### src/rtl/gb_oam_dma_if.sv
// OAM DMA bus bundle: source read side and OAM write side.
// master = DMA controller, slave = bus/OAM side.
//   adr_rd   DMA source address      read     source read strobe
//   data_in  byte from source        adr_wr   OAM destination offset
//   write    OAM write strobe        data_out byte to OAM
//   active   transfer in progress (steers OAM mux, blanks CPU reads)
interface gb_oam_dma_if;
    logic [15:0] adr_rd;
    logic        read;
    logic [7:0]  data_in;
    logic [7:0]  adr_wr;
    logic        write;
    logic [7:0]  data_out;
    logic        active;

    modport master (
        output adr_rd, read, adr_wr, write, data_out, active,
        input  data_in
    );

    modport slave (
        input  adr_rd, read, adr_wr, write, data_out, active,
        output data_in
    );
endinterface

### src/rtl/gb_oam_dma.sv
// OAM DMA controller (0xFF46): copies LENGTH bytes from page P to OAM.
// Ports: clk, reset (async high), write_reg/din/dout CPU register,
//   bus (gb_oam_dma_if.master) carrying read/write/active strobes.
module gb_oam_dma #(
    parameter int LENGTH          = 160,
    parameter int CYCLES_PER_BYTE = 4,
    parameter int START_DELAY     = 4
) (
    input  logic        clk,
    input  logic        reset,
    input  logic        write_reg,
    input  logic [7:0]  din,
    output logic [7:0]  dout,
    gb_oam_dma_if.master bus
);
    localparam int PW = $clog2(CYCLES_PER_BYTE);
    localparam int DW = (START_DELAY > 1) ? $clog2(START_DELAY) : 1;

    localparam logic [DW-1:0] DLY_INIT = DW'(START_DELAY - 1);
    localparam logic [PW-1:0] PH_LAST  = PW'(CYCLES_PER_BYTE - 1);
    localparam logic [PW-1:0] PH_WR    = PW'(2);
    localparam logic [7:0]    IDX_LAST = 8'(LENGTH - 1);

    typedef enum logic [1:0] {
        IDLE,
        DELAY,
        XFER
    } state_t;

    state_t        state, state_n;
    logic [DW-1:0] dcnt, dcnt_n;
    logic [PW-1:0] ph, ph_n;
    logic [7:0]    idx, idx_n;
    logic [7:0]    src, src_n;
    logic [7:0]    page_map;

    logic [15:0]   adr_rd_q;
    logic          read_q;
    logic [7:0]    adr_wr_q;
    logic          write_q;
    logic [7:0]    data_q;
    logic          active_q;
    logic          active_n;

    // Echo RAM pages fold back onto work RAM.
    assign page_map = (din >= 8'hE0) ? din - 8'h20 : din;

    always_comb begin
        state_n = state;
        dcnt_n  = dcnt;
        ph_n    = ph;
        idx_n   = idx;
        src_n   = src;
        if (write_reg) begin
            state_n = DELAY;
            dcnt_n  = DLY_INIT;
            ph_n    = '0;
            idx_n   = '0;
            src_n   = page_map;
        end else begin
            unique case (state)
                IDLE: ;
                DELAY: begin
                    if (dcnt == '0) begin
                        state_n = XFER;
                        ph_n    = '0;
                    end else begin
                        dcnt_n = dcnt - 1'b1;
                    end
                end
                XFER: begin
                    if (ph == PH_LAST) begin
                        ph_n = '0;
                        if (idx == IDX_LAST) begin
                            state_n = IDLE;
                        end else begin
                            idx_n = idx + 8'd1;
                        end
                    end else begin
                        ph_n = ph + 1'b1;
                    end
                end
                default: state_n = IDLE;
            endcase
        end
        // A restart delay inherits busy so the flag never gaps.
        active_n = (state_n == XFER) ||
                   ((state_n == DELAY) &&
                    ((state == XFER) ||
                     ((state == DELAY) && active_q)));
    end

    always_ff @(posedge clk or posedge reset) begin
        if (reset) begin
            state <= IDLE;
            dcnt  <= '0;
            ph    <= '0;
            idx   <= '0;
            src   <= '0;
        end else begin
            state <= state_n;
            dcnt  <= dcnt_n;
            ph    <= ph_n;
            idx   <= idx_n;
            src   <= src_n;
        end
    end

    // Strobes are registered from next-state so they line up with phase.
    always_ff @(posedge clk or posedge reset) begin
        if (reset) begin
            dout     <= 8'hFF;
            adr_rd_q <= 16'h0000;
            read_q   <= 1'b0;
            adr_wr_q <= 8'h00;
            write_q  <= 1'b0;
            data_q   <= 8'h00;
            active_q <= 1'b0;
        end else begin
            if (write_reg) begin
                dout <= din;
            end
            adr_rd_q <= {src_n, idx_n};
            read_q   <= (state_n == XFER) && (ph_n < PH_WR);
            adr_wr_q <= idx_n;
            write_q  <= (state_n == XFER) && (ph_n == PH_WR);
            active_q <= active_n;
            if ((state == XFER) && (ph == PW'(1))) begin
                data_q <= bus.data_in;
            end
        end
    end

    assign bus.adr_rd   = adr_rd_q;
    assign bus.read     = read_q;
    assign bus.adr_wr   = adr_wr_q;
    assign bus.write    = write_q;
    assign bus.data_out = data_q;
    assign bus.active   = active_q;
endmodule
### src/flat_wrapper.sv
// flat-port wrapper written by rule: the top's interface ports become plain ports
module gb_oam_dma_flat 
#(
    parameter int LENGTH          = 160,
    parameter int CYCLES_PER_BYTE = 4,
    parameter int START_DELAY     = 4
)
  (clk, reset, write_reg, din, dout, bus_adr_rd, bus_read, bus_adr_wr, bus_write, bus_data_out, bus_active, bus_data_in);
  gb_oam_dma_if bus_i ();
  input  logic clk;
  input  logic reset;
  input  logic write_reg;
  input  logic [7:0] din;
  output logic [7:0] dout;
  output wire logic [$bits(bus_i.adr_rd)-1:0] bus_adr_rd;
  output wire logic [$bits(bus_i.read)-1:0] bus_read;
  output wire logic [$bits(bus_i.adr_wr)-1:0] bus_adr_wr;
  output wire logic [$bits(bus_i.write)-1:0] bus_write;
  output wire logic [$bits(bus_i.data_out)-1:0] bus_data_out;
  output wire logic [$bits(bus_i.active)-1:0] bus_active;
  input wire logic [$bits(bus_i.data_in)-1:0] bus_data_in;
  assign bus_adr_rd = bus_i.adr_rd;
  assign bus_read = bus_i.read;
  assign bus_adr_wr = bus_i.adr_wr;
  assign bus_write = bus_i.write;
  assign bus_data_out = bus_i.data_out;
  assign bus_active = bus_i.active;
  assign bus_i.data_in = bus_data_in;
  gb_oam_dma #(.LENGTH(LENGTH), .CYCLES_PER_BYTE(CYCLES_PER_BYTE), .START_DELAY(START_DELAY)) u_core (.clk(clk), .reset(reset), .write_reg(write_reg), .din(din), .dout(dout), .bus(bus_i));
endmodule
### config.mk
export PLATFORM = sky130hd
export DESIGN_NAME = gb_oam_dma_flat
export DESIGN_NICKNAME = d
export VERILOG_FILES = /design/src/rtl/gb_oam_dma_if.sv /design/src/rtl/gb_oam_dma.sv /design/src/flat_wrapper.sv
export SDC_FILE = /design/constraint.sdc
export NUM_CORES = 1
export LEC_CHECK = 0
export ABC_AREA = 1
export ABC_CLOCK_PERIOD_IN_PS = 1320
export CORE_MARGIN = 3
export CORE_UTILIZATION = 42
export DETAILED_ROUTE_END_ITERATION = 16
export PLACE_DENSITY = 0.87
export SYNTH_ARGS = -nofsm -noshare
export SYNTH_HDL_FRONTEND = slang
export SYNTH_SLANG_ARGS = --single-unit
### constraint.sdc
create_clock -name clk -period 1.32 [get_ports clk]
set_input_delay 0.264 -clock clk [delete_from_list [all_inputs] [get_ports clk]]
set_output_delay 0.264 -clock clk [all_outputs]
set_load 0.05 [all_outputs]
---- Yosys cells after proc, flatten, opt, wreduce, memory -nomap -nowiden ----
Index checks and enable logic that the tools add are counted.
operators by class
  add/subtract/negate cells ............... 4
  magnitude comparators ................... 2
  equality and inequality tests ........... 9
  mux-type cells .......................... 18
  reduce and logical (&&, ||, !) cells .... 11
operators by type and width
  kind                                                                 count
  8-bit 2-to-1 mux                                                     6
  2-bit 2-to-1 mux                                                     10
  8-bit by 1-bit adder with 8-bit output (second input constant)       1
  2-bit == test (second input constant)                                4
  8-bit == test (second input constant)                                1
  8-bit >= comparator (second input constant)                          1
  8-bit by 6-bit subtractor with 8-bit output (second input constant)  1
  2-bit by 1-bit == test with 1-bit output (second input constant)     3
  2-bit case mux with 3 select lines                                   1
  1-bit logical AND                                                    5
  2-bit logical NOT                                                    2
  2-bit case mux with 2 select lines                                   1
  2-bit by 1-bit adder with 2-bit output (second input constant)       1
  1-bit logical OR                                                     2
  2-bit < comparator (second input constant)                           1
  2-bit inequality test (second input constant)                        1
  2-bit AND reduction                                                  1
  2-bit nonzero test                                                   1
  2-bit by 1-bit subtractor with 2-bit output (second input constant)  1
word-level totals
  flip-flop bits (word level) ............. 57
  output and inout port bits .............. 43

---- Longest topological paths before layout ----
  depth in word-level cells ............... 8
  mapped depth ............................ 10

---- Least setup slack after synthesis ----
OpenSTA, ideal clock, no wires.
  kind .................................... reg2reg
  start point ............................. reg u_core.idx[0]
  end point ............................... reg u_core.idx[5]
  arrival time ............................ 1566 ps
  path slack .............................. -364 ps
  cell stages (with the launch flop) ...... 11
  period minus slack after synthesis ...... 1684 ps
  cell sequence ........................... dfrtp_1 ha_1 inv_1 nor2_1 nand2_1 nand3_4 inv_2 nand3_1 nand2_1 nand2_1 nor2_2
between the ends
  longest elaborated chain between the ends .. 5
  elaborated cells on any way between the ends .. 6
  classes of those cells .................. add/sub (1); eq/ne (1); mux (4)
ends and longest elaborated chain
  item                                                                            line                                source
  start: declaration                                                              gb_oam_dma.sv:33                    logic [7:0] idx, idx_n;
  start signal: assignment                                                        gb_oam_dma.sv:104                   idx <= idx_n;
  8-bit by 1-bit adder with 8-bit output / 8-bit == test (equally long branches)  gb_oam_dma.sv:77, gb_oam_dma.sv:74
  8-bit 2-to-1 mux *                                                              gb_oam_dma.sv:74                    if (idx == IDX_LAST) begin
  8-bit 2-to-1 mux *                                                              gb_oam_dma.sv:72                    if (ph == PH_LAST) begin
  8-bit 2-to-1 mux *                                                              gb_oam_dma.sv:61                    unique case (state)
  8-bit 2-to-1 mux *                                                              gb_oam_dma.sv:54                    if (write_reg) begin
Every way passes the cells marked *; elsewhere a longest branch is shown, timed or not.
A chain may end at the register's enable or synchronous reset.

---- Worst setup path in the final report ----
  start point ............................. reg u_core.state[0]
  end point ............................... reg u_core.write_q, in the netlist u_core.bus.write
between the ends
  longest elaborated chain between the ends .. 6
  elaborated cells on any way between the ends .. 13
  classes of those cells .................. eq/ne (4); mux (7); reduce/logical (2)
ends and longest elaborated chain
  item                                line               source
  start: declaration                  gb_oam_dma.sv:30   state_t state, state_n;
  start signal: assignment            gb_oam_dma.sv:101  state <= state_n;
  2-bit 2-to-1 mux                    gb_oam_dma.sv:74
  2-bit 2-to-1 mux                    gb_oam_dma.sv:72
  2-bit case mux with 3 select lines  gb_oam_dma.sv:61
  2-bit 2-to-1 mux                    gb_oam_dma.sv:54
  2-bit == test                       gb_oam_dma.sv:126  write_q <= (state_n == XFER) && (ph_n == PH_WR);
  1-bit logical AND *                 gb_oam_dma.sv:126
  end signal: assignment              gb_oam_dma.sv:126
  end: declaration                    gb_oam_dma.sv:40   logic write_q;
Marked as above.

==> flow_summary.ini <==
[logic_synthesis]
syn_area_sq_um = 1970
avgSynthCellArea_sq_um = 9.00
synth_nets = 247
synth.distinct_cells = 24
ys_ff_latch = 41
synth_cells = 219
yosysWarnings = 0
ys_seq_area_frac = 0.525

[timing]
worst_pin_slew_ps = 316
max-slew-margin-rel = 0.790
finalClockSkew_ps = 7.63
fmax_ghz = 0.677
fin_crit_sh = 1.12
setup_viol = 22
slew_violations = 0
hold_violations = 0
layout_setup_ws_ps = -157
rsz0062_at_grt = yes
layout_min_cycle_time_ps = 1480

[power_and_ir_drop]
ir_worst_vdd_mv = 0.680
finalPower_uw = 3850
p_int_uw = 2600
p_sw_frac = 0.324
power.clock.fraction = 0.260
p_comb_frac = 0.350
seq_power_share = 0.390
switchingPower_uw = 1250
leakage_uw = 0.00171
power.density_nw_per_um2 = 1080

[placement]
io_buffers = 61
dp.cells = 341
gp_congestion = 0.865
place_hpwl_um = 3510

[setup_path]
end_kind = flip-flop
cp-start-kind = flip-flop
crit_fanout = 3
crit_arrival_ps = 1710
critPathKind = reg -> reg
required_ps = 1550

[cts]
cts.htree.levels = 2
clock_latency_ps = 300
cts_hold_buffers = 0
clockBufferDepth = 2
clk_pin_slew_ps = 90
root_buffer = clkbuf_8
cts_made_buffers = 5
cts.sinks = 41
cts_tree = yes

[floorplan]
die_x_um = 74.5
start_util = 0.444
core_area_sq_um = 4440
ios = 62
die_area_sq_um = 5550
core.rowCount = 24
die_y_um = 74.5

[route]
avgRoutedWirePerCell_um = 15.1
drt-initial-drc-count = 70
antenna_left = 0
vias = 1739
vias_per_cell = 4.86
wirelength_um = 5400
route.detailed.drc = 0
drtPass1Iterations = 4

[status]
violations = setup timing
status = finished with violations

[finish]
fill_cells = 268
fin_cells = 358
layout_commonest_cell = nand2_1
drive_gt1_frac = 0.474
diodes = 0
mostFrequentLayoutCells = nand2_1, buf_12, dfrtp_1
syn2layout_area_growth_pct = 80.2
fin_nets = 333

[flow_run]
cap_viol_max_count = 0

[global_routing]
grt_pass1_wl_um = 7960
grt_pass1_vias = 1783
grt_max_degree = 29
overflow = 0
gr-usage-all-layers = 0.187
antenna_found_initial = 0

[hold_path]
hp-class = in -> async
==> repair_timing <==
item                       CTS  global route
hold endpoints to repair     0             0
gates resized for setup     23            24
buffers inserted             8             1
pin swaps                   10             5
setup endpoints to repair   21            31
==> synthesized netlist by cell type <==
cell type	instances	share of area
a21oi_2	1	0.0044
nand3b_2	1	0.0057
nor3_1	2	0.0051
or2_1	1	0.0032
nand2_2	2	0.0063
ha_1	9	0.057
dfrtp_1	33	0.42
nand2_1	68	0.13
nand3_4	1	0.0089
a21oi_1	5	0.013
clkbuf_8	1	0.0070
nor2_1	19	0.036
dfstp_2	8	0.11
buf_2	2	0.0051
nand3_1	9	0.023
nor2_2	4	0.013
xor2_1	1	0.0044
nor2_4	1	0.0057
o21ai_0	8	0.020
buf_4	8	0.030
inv_1	21	0.040
mux2_2	8	0.046
inv_2	5	0.0095
buf_1	1	0.0019
==> through the flow <==
stage | setup TNS, ps | utilization | instance area [sq um] | setup WS, ps | hold WS (ps)
floorplan | -931 | - | 2010 | -136 | 374
global placement | -1270 | 0.723 | 3210 | -111 | 470
detailed placement | -3230 | 0.723 | 3210 | -185 | 479
CTS | -504 | 0.780 | 3470 | -96.0 | 320
global route | -2580 | 0.800 | 3550 | -196 | 333
finish | -1500 | 0.800 | 3550 | -157 | 316
==> final cells by class <==
cell class | instances | area, sq um | share of cell area
repair buffers | 91 | 1310 | 0.370
well taps | 52 | 65.1 | 0.0183
clock inverters | 2 | 35.0 | 0.00986
clock buffers | 6 | 72.6 | 0.0204
inverters | 26 | 108 | 0.0303
multi-input cells | 140 | 912 | 0.257
flip-flops and latches | 41 | 1050 | 0.295
==> power groups by stage <==
stage	logic, uW	registers [uW]	clock network, uW
3_3_place_gp	1060	1500	0
6_report	1350	1500	1000
2_1_floorplan	347	1700	0
5_1_grt	1440	1510	1060
4_1_cts	1290	1490	1020
3_5_place_dp	1090	1510	0
==> final timing paths <==
path	end	depth (start not counted)	slack [ps]	start
worst max-delay path	u_core.bus.write$_DFF_PP0_	7	-160	u_core.state[0]$_DFF_PP0_
worst min-delay path	u_core.src[5]$_DFFE_PP0P_	3	320	reset
worst max register to register	u_core.bus.write$_DFF_PP0_	7	-160	u_core.state[0]$_DFF_PP0_
worst min register to register	u_core.dout[3]$_DFFE_PP1P_	2	490	u_core.dout[3]$_DFFE_PP1P_
max in group asynchronous	u_core.dout[1]$_DFFE_PP1P_	3	760	reset
min in group clk	u_core.dout[3]$_DFFE_PP1P_	2	490	u_core.dout[3]$_DFFE_PP1P_
==> layer usage <==
metal,global-route usage,up-vias,part of all wire
met3,0.0608,9,0.052
li1,-,835,-
met5,0,-,0
met1,0.214,843,0.37
met4,0.0514,0,0.016
met2,0.335,52,0.56
==> critical path, stage by stage (launching register included) <==
cell,delay [ps]
dfrtp_2,450
inv_2,120
ha_4,220
nand2_1,90
nor3_1,60
a21oi_1,280
nand2_1,90
nor2_1,110
==> cells by family after synthesis <==
group | share of synthesized area
adder cells (fa/ha/maj) | 0.0571
flip-flops | 0.525
multiplexers | 0.0457
XOR/XNOR | 0.00444
AO/OA/AOI/OAI | 0.0374
buffers and inverters | 0.0939
AND/OR/NAND/NOR | 0.236
Note: power is estimated with default switching activity, not from simulation.
